<file path="src/rtl/lsu_dmem_if.sv">
// Load/store unit bus interface: takes one ALU-computed access, runs a single
// valid/ack data-memory transaction and returns a one-cycle response with
// extended load data or an error flag.

// Per-byte-lane store steering: lane enable and the data byte for this lane.
module lsu_st_lane #(
  parameter int LANE = 0
) (
  input  logic [1:0]  size,   // 0 byte, 1 half, else word
  input  logic [1:0]  off,
  input  logic [31:0] wdata,
  output logic        be,
  output logic [7:0]  wbyte
);
  localparam logic [1:0] LID = 2'(LANE);

  // select the replicated store byte and the enable for this lane
  always_comb begin
    be    = 1'b0;
    wbyte = wdata[7:0];
    case (size)
      2'd0: begin
        be    = (off == LID);
        wbyte = wdata[7:0];
      end
      2'd1: begin
        be    = (off[1] == LID[1]);
        wbyte = wdata[8*(LANE%2) +: 8];
      end
      default: begin
        be    = 1'b1;
        wbyte = wdata[8*LANE +: 8];
      end
    endcase
  end
endmodule

module lsu_dmem_if #(
  parameter int TIMEOUT_CYC = 16
) (
  input  logic        clk,
  input  logic        rst_n,
  input  logic        req_valid,
  output logic        req_ready,
  input  logic        req_we,
  input  logic [2:0]  req_funct3,
  input  logic [31:0] req_addr,
  input  logic [31:0] req_wdata,
  output logic        rsp_valid,
  output logic [31:0] rsp_rdata,
  output logic        rsp_err,
  output logic        mem_req,
  output logic        mem_we,
  output logic [31:0] mem_addr,
  output logic [3:0]  mem_be,
  output logic [31:0] mem_wdata,
  input  logic        mem_ack,
  input  logic [31:0] mem_rdata,
  input  logic        mem_err
);
  localparam int NUM_LANES = 4;

  typedef enum logic [1:0] {IDLE, ACCESS, RESP} state_t;

  state_t state, state_nxt;

  logic [7:0]  tmo_cnt;
  logic        tmo_hit;
  logic        we_q;
  logic [2:0]  f3_q;
  logic [1:0]  off_q;
  logic [31:0] rdata_q;
  logic        err_q;

  logic        bad_f3, misal, reject;
  logic [31:0] shifted, ld_ext;

  logic [NUM_LANES-1:0]      lane_be;
  logic [NUM_LANES-1:0][7:0] lane_wd;

  for (genvar l = 0; l < NUM_LANES; l++) begin : g_lane
    lsu_st_lane #(.LANE(l)) u_lane (
      .size  (req_funct3[1:0]),
      .off   (req_addr[1:0]),
      .wdata (req_wdata),
      .be    (lane_be[l]),
      .wbyte (lane_wd[l])
    );
  end

  assign tmo_hit = (tmo_cnt == 8'(TIMEOUT_CYC - 1));

  // classify the incoming request: illegal width or misaligned never reaches the bus
  always_comb begin
    bad_f3 = req_we ? (req_funct3[2] | (&req_funct3[1:0]))
                    : ((&req_funct3[1:0]) | (req_funct3 == 3'b110));
    misal  = ((req_funct3[1:0] == 2'b01) & req_addr[0]) |
             ((req_funct3[1:0] == 2'b10) & (|req_addr[1:0]));
    reject = bad_f3 | misal;
  end

  // extract and extend the addressed byte/halfword from the returned word
  always_comb begin
    shifted = mem_rdata >> {off_q, 3'b000};
    case (f3_q)
      3'b000:  ld_ext = {{24{shifted[7]}}, shifted[7:0]};
      3'b001:  ld_ext = {{16{shifted[15]}}, shifted[15:0]};
      3'b100:  ld_ext = {24'h0, shifted[7:0]};
      3'b101:  ld_ext = {16'h0, shifted[15:0]};
      default: ld_ext = shifted;
    endcase
  end

  // state register
  always_ff @(posedge clk or negedge rst_n) begin
    if (!rst_n) state <= IDLE;
    else        state <= state_nxt;
  end

  // next-state: error wins over ack, timeout only when neither arrives
  always_comb begin
    state_nxt = state;
    case (state)
      IDLE:    if (req_valid) state_nxt = reject ? RESP : ACCESS;
      ACCESS:  if (mem_ack | mem_err | tmo_hit) state_nxt = RESP;
      RESP:    state_nxt = IDLE;
      default: state_nxt = IDLE;
    endcase
  end

  // request capture, bus fields, timeout counter and response result
  always_ff @(posedge clk or negedge rst_n) begin
    if (!rst_n) begin
      we_q      <= 1'b0;
      f3_q      <= 3'b0;
      off_q     <= 2'b0;
      rdata_q   <= 32'h0;
      err_q     <= 1'b0;
      tmo_cnt   <= 8'h0;
      mem_we    <= 1'b0;
      mem_addr  <= 32'h0;
      mem_be    <= 4'h0;
      mem_wdata <= 32'h0;
    end else begin
      case (state)
        IDLE: if (req_valid) begin
          we_q      <= req_we;
          f3_q      <= req_funct3;
          off_q     <= req_addr[1:0];
          err_q     <= reject;
          rdata_q   <= 32'h0;
          tmo_cnt   <= 8'h0;
          mem_we    <= req_we;
          mem_addr  <= {req_addr[31:2], 2'b00};
          mem_be    <= req_we ? lane_be : 4'hF;
          mem_wdata <= req_we ? lane_wd : 32'h0;
        end
        ACCESS: begin
          if (mem_err) begin
            err_q   <= 1'b1;
            rdata_q <= 32'h0;
          end else if (mem_ack) begin
            err_q   <= 1'b0;
            rdata_q <= we_q ? 32'h0 : ld_ext;
          end else if (tmo_hit) begin
            err_q   <= 1'b1;
          end else begin
            tmo_cnt <= tmo_cnt + 8'h1;
          end
        end
        RESP:    tmo_cnt <= 8'h0;
        default: ;
      endcase
    end
  end

  assign req_ready = (state == IDLE);
  assign mem_req   = (state == ACCESS);
  assign rsp_valid = (state == RESP);
  assign rsp_rdata = rsp_valid ? rdata_q : 32'h0;
  assign rsp_err   = rsp_valid & err_q;
endmodule

</file>
<file path="config.mk">
export PLATFORM = sky130hd
export DESIGN_NAME = lsu_dmem_if
export DESIGN_NICKNAME = d
export VERILOG_FILES = /design/src/rtl/lsu_dmem_if.sv
export SDC_FILE = /design/constraint.sdc
export NUM_CORES = 1
export LEC_CHECK = 0
export CAP_MARGIN = 20
export CORE_ASPECT_RATIO = 1.4
export CORE_MARGIN = 4
export CORE_UTILIZATION = 40
export CTS_BUF_LIST = sky130_fd_sc_hd__clkbuf_4 sky130_fd_sc_hd__clkbuf_8 sky130_fd_sc_hd__clkbuf_16
export CTS_CLUSTER_DIAMETER = 30
export DETAILED_ROUTE_END_ITERATION = 8
export GPL_TIMING_DRIVEN = 1
export HOLD_SLACK_MARGIN = 0.1
export PLACE_DENSITY = 0.83
export SYNTH_ARGS = -nofsm -noshare
export SYNTH_HDL_FRONTEND = slang
export SYNTH_SLANG_ARGS = --single-unit
</file>
<file path="constraint.sdc">
create_clock -name clk -period 2.25 [get_ports clk]
set_input_delay 0.225 -clock clk [delete_from_list [all_inputs] [get_ports clk]]
set_output_delay 0.225 -clock clk [all_outputs]
set_load 0.01 [all_outputs]
</file>
---- Yosys cells after proc, flatten, opt, wreduce, memory -nomap -nowiden ----
Index checks and enable logic that the tools add are counted.
word-level totals
  register bits ........................... 115
  latch bits .............................. 0
  RAM bits ................................ 0
  ROM bits ................................ 0
  input bits .............................. 105
  output and inout port bits .............. 105
  logic and storage cells ................. 86
  memories ................................ 0
operators by class
  add/sub/neg operators ................... 1
  $mul .................................... 0
  div/mod/pow operators ................... 0
  $lt $le $gt $ge ......................... 0
  equal/unequal tests ..................... 19
  shifts and indexed selects .............. 1
  muxes and demuxes ....................... 31
  bitwise operators ....................... 10
  reduce and logical (&&, ||, !) cells .... 14
operators by type and width
  cell                                                                   number
  32-bit two-way mux                                                     6
  32-bit one-hot mux with 4 select lines                                 1
  32-bit one-hot mux with 2 select lines                                 1
  8-bit two-way mux                                                      6
  32-bit by 5-bit right shift with 32-bit output                         1
  8-bit one-hot mux with 3 select lines                                  1
  8-bit one-hot mux with 2 select lines                                  1
  1-bit one-hot mux with 2 select lines                                  5
  3-bit equality test, second input constant                             3
  8-bit by 1-bit adder with 8-bit output, second input constant          1
  2-bit equality test, second input constant                             4
  8-bit by 4-bit equality test with 1-bit output, second input constant  1
  2-bit != test, second input constant                                   4
  2-bit by 1-bit equality test with 1-bit output, second input constant  3
  2-bit zero test                                                        3
  2-bit two-way mux                                                      3
  1-bit OR                                                               6
  2-bit AND reduction                                                    3
  3-bit AND reduction                                                    2
  1-bit two-way mux                                                      5
  5-bit AND reduction                                                    1
  4-bit two-way mux                                                      1
  4-bit by 1-bit != test with 1-bit output, second input constant        1
  2-bit one-hot mux with 2 select lines                                  1
  9 further kinds                                                        12

---- Logic depth before layout (Yosys ltp) ----
Gate-level depths: netlist of the first run.
  depth in word-level cells ............... 7
  depth in mapped cells ................... 7
  gate-level depth less buffers ........... 5

---- Modules after synthesis ----
Synthesis of the first run repeated with hierarchy kept, for this count alone.
unflattened totals
  cell total of the unflattened synthesis .. 559
  area, all modules ....................... 5,861.9 µm²
by module, submodules not included
  module                           instances  cells each  area each (µm²)  sequential area each (µm²)
  lsu_dmem_if                      1          499         5,345.1          2,877.8
  lsu_st_lane at g_lane[3].u_lane  1          28          183.9            0.0
  lsu_st_lane at g_lane[2].u_lane  1          11          146.4            0.0
  lsu_st_lane at g_lane[1].u_lane  1          11          112.6            0.0
  lsu_st_lane at g_lane[0].u_lane  1          10          73.8             0.0

---- Worst setup path after synthesis of the first run ----
Ideal clock, no wire load.
  path kind ............................... reg-to-reg
  from .................................... register state[1]
  to ...................................... register tmo_cnt[5]
  setup time .............................. 77 ps
  arrival time ............................ 1,909 ps
  data required time ...................... 2,173 ps
  path slack .............................. 264 ps
  cell stages (with the launch flop) ...... 7
  path buffers ............................ 2
  clock period less this slack ............ 1,986 ps
  cells stage by stage .................... dfrtp_1 > buf_6 > or4b_4 > a21o_1 > buf_6 > or4_1 > a21oi_1
between the ends
  longest elaborated chain between the ends .. 3
  elaborated cells on any way between the ends .. 10
  classes of those cells .................. eq/ne: 6; mux: 1; reduce/logical: 3
RTL lines
  element                                                                 line  source
  start: declaration                                                      65    state_t state, state_nxt;
  start signal: assignment                                                117   else state <= state_nxt;
  2-bit by 1-bit equality test with 1-bit output (tied with other cells)  145   case (state)
  2-bit != test (no line) / 3-bit nonzero test (equally long branches)    -
  5-bit AND reduction (no line)                                           -
  end signal: assignment                                                  168   tmo_cnt <= tmo_cnt + 8'h1;
  end: declaration                                                        67    logic [7:0] tmo_cnt;
Several ways; a longest one is shown, not always the timed one.
A chain may end at the register's enable or synchronous reset.

---- Worst setup path in the final report of the first run ----
  from .................................... register state[0]
  to ...................................... output rsp_rdata[11]
between the ends
  longest elaborated chain between the ends .. 2
RTL lines
  element              line  source
  2-bit equality test  179   assign rsp_valid = (state == RESP);
  32-bit two-way mux   180   assign rsp_rdata = rsp_valid ? rdata_q : 32'h0;
  end: declaration     50    output logic [31:0] rsp_rdata,
No other way between the ends.

==> results of run 1 <==
==> layout make-up <==
class | count | area, um^2 | share of cell area, %
clock inverter | 12 | 204 | 2.37
timing repair buffer | 231 | 2290 | 26.6
multi-input combinational | 443 | 2530 | 29.4
clock buffer | 19 | 453 | 5.27
sequential | 115 | 2880 | 33.5
tap | 182 | 228 | 2.65
inverter | 4 | 15.0 | 0.175
==> repair_timing <==
| item | in CTS | in global routing |
|---|---|---|
| setup buffers | 0 | 3 |
| hold endpoints to repair | 115 | 0 |
| hold buffers | 1 | 0 |
| gates cloned | 0 | 0 |
| endpoints found under the setup margin | 20 | 7 |
| gates resized for setup | 2 | 4 |
==> power by group <==
group	switching [mW]	internal [mW]	leakage (nW)	total, mW
clock network	0.971	2.02	0.312	2.99
logic	0.944	1.01	2.09	1.95
registers	0.178	2.38	1.49	2.56
total	2.09	5.41	3.90	7.50
==> metrics by stage <==
stage	utilization [%]	std cells	setup slack, ns	total power [mW]	hold slack [ns]
floorplan	-	607	0.264	3.48	-0.0706
CTS	63.1	1003	0.00414	7.55	0.324
global route	63.3	1006	0.0287	7.87	0.336
detailed placement	58.1	971	0.117	4.53	0.367
global placement	58.1	971	0.126	4.50	0.368
finish	63.3	1006	0.106	7.50	0.340
==> how the worst min path moves through the flow <==
stage	end	slack (ns)	cells past startpoint
3_3_place_gp	mem_addr[4]$_DFFE_PN0P_	0.37	2
4_1_cts	mem_addr[18]$_DFFE_PN0P_	0.32	3
3_5_place_dp	mem_addr[7]$_DFFE_PN0P_	0.37	2
2_1_floorplan	err_q$_DFFE_PN0P_	-0.07	0
5_1_grt	mem_addr[19]$_DFFE_PN0P_	0.34	3
6_report	mem_addr[18]$_DFFE_PN0P_	0.34	3
==> cells in the mapped netlist, types with 3 or more instances <==
| library cell | count | area [um^2] |
|---|---|---|
| nand2_1 | 157 | 589 |
| dfrtp_1 | 115 | 2880 |
| o21ai_0 | 53 | 265 |
| mux2i_1 | 40 | 400 |
| nor2_1 | 40 | 150 |
| clkbuf_1 | 35 | 131 |
| and2_1 | 34 | 213 |
| a21oi_1 | 30 | 150 |
| a221o_1 | 16 | 160 |
| a22o_1 | 9 | 78.8 |
| mux2_2 | 9 | 101 |
| nand3b_1 | 9 | 67.6 |
| nand3_1 | 7 | 35.0 |
| buf_1 | 6 | 22.5 |
| inv_1 | 4 | 15.0 |
| o21bai_1 | 3 | 22.5 |
==> worst max-delay path: stages (launching register included) <==
cell	delay, ns
dfrtp_2	0.45
nor2b_2	0.17
buf_12	0.18
and2_1	0.15
clkdlybuf4s50_1	0.56
==> state kept, by name (all words and copies together), names as in the netlist <==
register / flops
state: 2
tmo_cnt: 8
mem_wdata: 32
rdata_q: 32
f3_q: 3
mem_be: 4
off_q: 2
err_q: 1
we_q: 1
mem_addr: 30
==> layer usage <==
| metal | vias up | track usage [%] | wire (um) |
|---|---|---|---|
| met3 | 43 | 6.47 | 944 |
| li1 | 2482 | - | - |
| met1 | 2402 | 24.3 | 6430 |
| met5 | - | 0 | 0 |
| met4 | 0 | 9.73 | 699 |
| met2 | 168 | 35.6 | 8550 |
==> logic make-up after synthesis <==
logic type                 Yosys count  synth area share, %
adders and majority gates            1                0.223
other                                1               0.0669
DFF                                115                 51.4
muxes                               50                 9.35
AOI/OAI and AO/OA                  125                 14.1
xor gates and xnor gates             2                0.313
buffers and inverters               49                 3.68
and+or+nand+nor                    263                 20.9
==> metrics.cfg, run 1 <==
[run_status]
outcome=complete, no violations

[timing]
worst-slew-pin-transition_ns=0.851
finalSetupTns_ns=0
setup_violations=0
fmax_ghz=0.467
period_minus_slack_ns=2.14
rsz0062_at_grt=false
hold_viol_final=0
slew_headroom_pct=43.1
finClkSkew_ns=0.00614
post-route-period-util_pct=95.3
drv_slew=0

[detailed_routing]
route.detailed.drc=0
ant_nets=0
totalWireLength_um=16600
routed-via-count=5095
wl_per_cell_um=16.5
drt-pass1-iter-count=4
drt_iter0_drc=223
drt-vias-per-instance=5.06

[place]
dpl-instance-area_mm2=0.00789
port_buffers=207
gp_congestion=0.854
hpwl_um=11800

[worst_setup_path]
worstSetupPathType=flop to primary output
startpoint=state[0]$_DFFE_PN0P_
cp-end-kind=primary output
crit_arrival_ns=1.92
crit_end=rsp_rdata[11]
r2r_slack_ns=0.21
crit-reg2reg-launch=state[1]$_DFFE_PN0P_
worstPathRequired_ns=2.03
crit_fanout=34
r2r_cells=5
critical_path.startpoint_type=flop
reg2reg_to=mem_be[1]$_DFFE_PN0P_

[logic_synthesis]
synth_edf_count=0
ys_types=44
yosysWarningCount=0
synthCells=606
ys_seq_area_share_pct=51.4
async_reset_ff_share_pct=100
ys_seq_elements=115
syn_avg_cell_area_um2=9.25
syn-cell-area_mm2=0.00560
synth_ff_type=dfrtp_1

[clock_network]
clk_pin_slew_worst_paths_ns=0.06
htreeDepth=4
clkSinkCount=115
cts_root_buffer=clkbuf_16
cts_tree=yes
clock_latency_ns=0.41
clockBufferDepth=2
cts-buffers-inserted=17

[cells_and_area]
mostFrequentLayoutCell=clkdlybuf4s50_1
final_cell_mix=clkdlybuf4s50_1, nand2_1, dfrtp_1
area_growth_pct=53.4
fillCellCount=1106
final_nets=918
n_antenna_cell=0
design_area_mm2=0.00860
drive_gt1_share_pct=8.86

[power]
ir_drop_mv=0.455
p_per_area_mw_per_mm2=873
p_leak_nw=3.90

[die]
die_y_um=148
die-area_mm2=0.0160
die-width_um=108
fp.coreArea_mm2=0.0136
io_pins=210
num_rows=50
start_util_pct=41.3

[hold_path]
holdCritPathClass=input pin to flop
hp-start=req_addr[18]

[global_route]
grt_overflow=0
grt_max_degree=116
grt_use_total_pct=21.1
grt_pass1_wl_um=26500
grt_pass1_vias=5173
antenna_found_initial=0

[job]
cap_viol_max_count=0

Note: power is estimated with default switching activity, not from simulation.
==> inputs of run 2 (changes only) <==
CORE_UTILIZATION = 46   (was 40)
CTS_BUF_LIST = sky130_fd_sc_hd__clkbuf_4   (was sky130_fd_sc_hd__clkbuf_4 sky130_fd_sc_hd__clkbuf_8 sky130_fd_sc_hd__clkbuf_16)
PLACE_DENSITY = 0.92   (was 0.83)
==> run 2 against run 1 <==
Hold slack got worse by 0.10 ns. Core utilization grew 6.0 points. Largest power group is now sequential cells. Worst setup slack got worse by 0.014 ns. Global-route usage rose by 2.7 points. Design area is 4.2% lower. Non-clock buffer count is 1 higher. Via count rose by 2.4%. Final cell count is 3.4% lower.
==> metrics.cfg, run 2 (synthesis results as in run 1) <==
[cells_and_area]
mostFrequentLayoutCell=clkdlybuf4s50_1
area_growth_pct=47.0
final_cell_mix=clkdlybuf4s50_1, nand2_1, dfrtp_1
drive_gt1_share_pct=8.62  ; -0.24 points
reg.largest.list=mem_wdata x32, rdata_q x32, mem_addr x30
final_core_util_pct=69.3  ; +6.0 points
final_nets=919  ; +0.11%

[worst_setup_path]
crit_fanout=9  ; -74%
cp-end-kind=primary output
crit_arrival_ns=1.93  ; about the same
max_stage_delay_ns=0.54  ; -0.02 ns
critical_path.startpoint_type=flop
crit_buf_inv=3  ; +1
cp_slowest_cell=clkdlybuf4s50_1
worstPathRequired_ns=2.03  ; about the same
worstSetupPathType=flop to primary output
crit_chain=buf_4 > nand2b_1 > inv_2 > clkdlybuf4s50_1
cp_top_family=buffers and inverters

[power]
swShare_pct=31.4  ; +3.5 points
p_per_area_mw_per_mm2=732  ; -16%
p_leak_nw=4.12  ; +5.7%
power_mw=6.03  ; -20%
p_clk_share_pct=25.1  ; -15 points
comb_power_share_pct=32.3  ; +6.3 points
netSwitchingPower_mw=1.89  ; -9.5%
p_seq_share_pct=42.6  ; +8.5 points
p_int_mw=4.14  ; -23%
ir_drop_mv=0.506  ; +11%

[global_route]
grt_max_degree=63  ; -46%
grt_pass1_vias=5195  ; +0.43%
antenna_found_initial=1  ; +1
grt_use_total_pct=23.7  ; +2.7 points
grt_pass1_wl_um=26500  ; -0.26%
grt_overflow=0  ; unchanged

[clock_network]
clock_latency_ns=0.50  ; +0.09 ns
clk_pin_slew_worst_paths_ns=0.10  ; +0.04 ns
clockBufferDepth=2  ; unchanged
cts-buffers-inserted=17  ; unchanged
cts_root_buffer=clkbuf_4
clkSinkCount=115  ; unchanged
htreeDepth=4  ; unchanged
cts_tree=yes

[job]
cap_viol_max_count=0  ; unchanged

[run_status]
outcome=complete, no violations

[die]
die-area_mm2=0.0140  ; -12%
io_pins=210  ; unchanged
die-width_um=101  ; -6.2%
start_util_pct=47.2  ; +5.9 points
num_rows=47  ; -6.0%
fp.coreArea_mm2=0.0119  ; -12%
die_y_um=139  ; -6.4%

[timing]
worst-slew-pin-transition_ns=0.897  ; +0.0460 ns
hold_viol_final=0  ; unchanged
finClkSkew_ns=0.0139  ; +0.00773 ns
finalSetupTns_ns=0  ; unchanged
post-route-period-util_pct=95.9  ; +0.60 points
drv_slew=0  ; unchanged
holdWs_ns=0.239  ; -0.101 ns
setup_violations=0  ; unchanged
period_minus_slack_ns=2.16  ; +0.0135 ns
slew_headroom_pct=40.1  ; -3.1 points
rsz0062_at_grt=false
fmax_ghz=0.464  ; -0.63%
layout_setup_ws_ns=0.0929  ; -0.0135 ns

[detailed_routing]
route.detailed.drc=0  ; unchanged
drt-vias-per-instance=5.37  ; +6.0%
drt-pass1-iter-count=5  ; +1
wl_per_cell_um=16.8  ; +1.9%
ant_nets=0  ; unchanged
routed-via-count=5219  ; +2.4%
drt_iter0_drc=148  ; -34%
totalWireLength_um=16400  ; -1.5%

[hold_path]
holdCritPathClass=input pin to flop

[place]
gp_congestion=0.836  ; -2.1%
hpwl_um=12300  ; +3.9%
pre_cts_ws_ns=0.0688  ; -0.0484 ns
port_buffers=207  ; unchanged

==> run 2: tightest hold or removal path, cell delays in order <==
cell and delay, ns:
clkdlybuf4s50_1 0.39, nand2_1 0.05, nand2_1 0.04
==> run 2: final timing paths <==
path,end,cells past startpoint,start,slack (ns)
min in group asynchronous,rdata_q[5]$_DFFE_PN0P_,3,rst_n,0.26
hold / removal,mem_addr[23]$_DFFE_PN0P_,3,req_addr[23],0.24
setup reg to reg,tmo_cnt[5]$_DFFE_PN0P_,5,state[1]$_DFFE_PN0P_,0.22
max in group asynchronous,mem_addr[14]$_DFFE_PN0P_,3,rst_n,1.16
setup / recovery,mem_req,4,state[1]$_DFFE_PN0P_,0.09
hold reg to reg,rdata_q[0]$_DFFE_PN0P_,2,rdata_q[0]$_DFFE_PN0P_,0.48
==> run 2: through the flow <==
step           cell area [um^2]  std cells
2_1_floorplan              5610        607
3_3_place_gp               7860        937
3_5_place_dp               7860        937
4_1_cts                    8170        971
5_1_grt                    8240        972
6_report                   8240        972
==> run 2: power groups by stage <==
stage	clock network, mW	registers, mW	logic (mW)
floorplan	0	2.68	0.801
global placement	0	2.60	1.89
detailed placement	0	2.61	1.94
CTS	1.54	2.57	1.96
global route	1.64	2.60	2.12
finish	1.51	2.57	1.95
==> run 2: cell type report <==
| cell class | instances | area (um^2) |
|---|---|---|
| well taps | 147 | 184 |
| diodes | 1 | 2.50 |
| fillers | 890 | 3640 |
| inverters | 4 | 15.0 |
| clock buffers | 18 | 135 |
| clock inverters | 12 | 141 |
| multi-input cells | 443 | 2530 |
| flip-flops and latches | 115 | 2880 |
| repair buffers | 232 | 2340 |
==> run 2: routing by layer <==
metal	wire length, um	track usage [%]
met5	0	0
met4	505	9.38
met3	1090	6.69
met2	8700	41.0
met1	6070	27.3
==> run 2: repair_timing <==
action / in CTS / in global routing
gates cloned: 0 / 0
endpoints found under the setup margin: 34 / 32
pin swaps: 0 / 0
hold endpoints to repair: 115 / 0
buffers inserted: 2 / 0
resized for setup: 4 / 26
hold buffers: 2 / 0
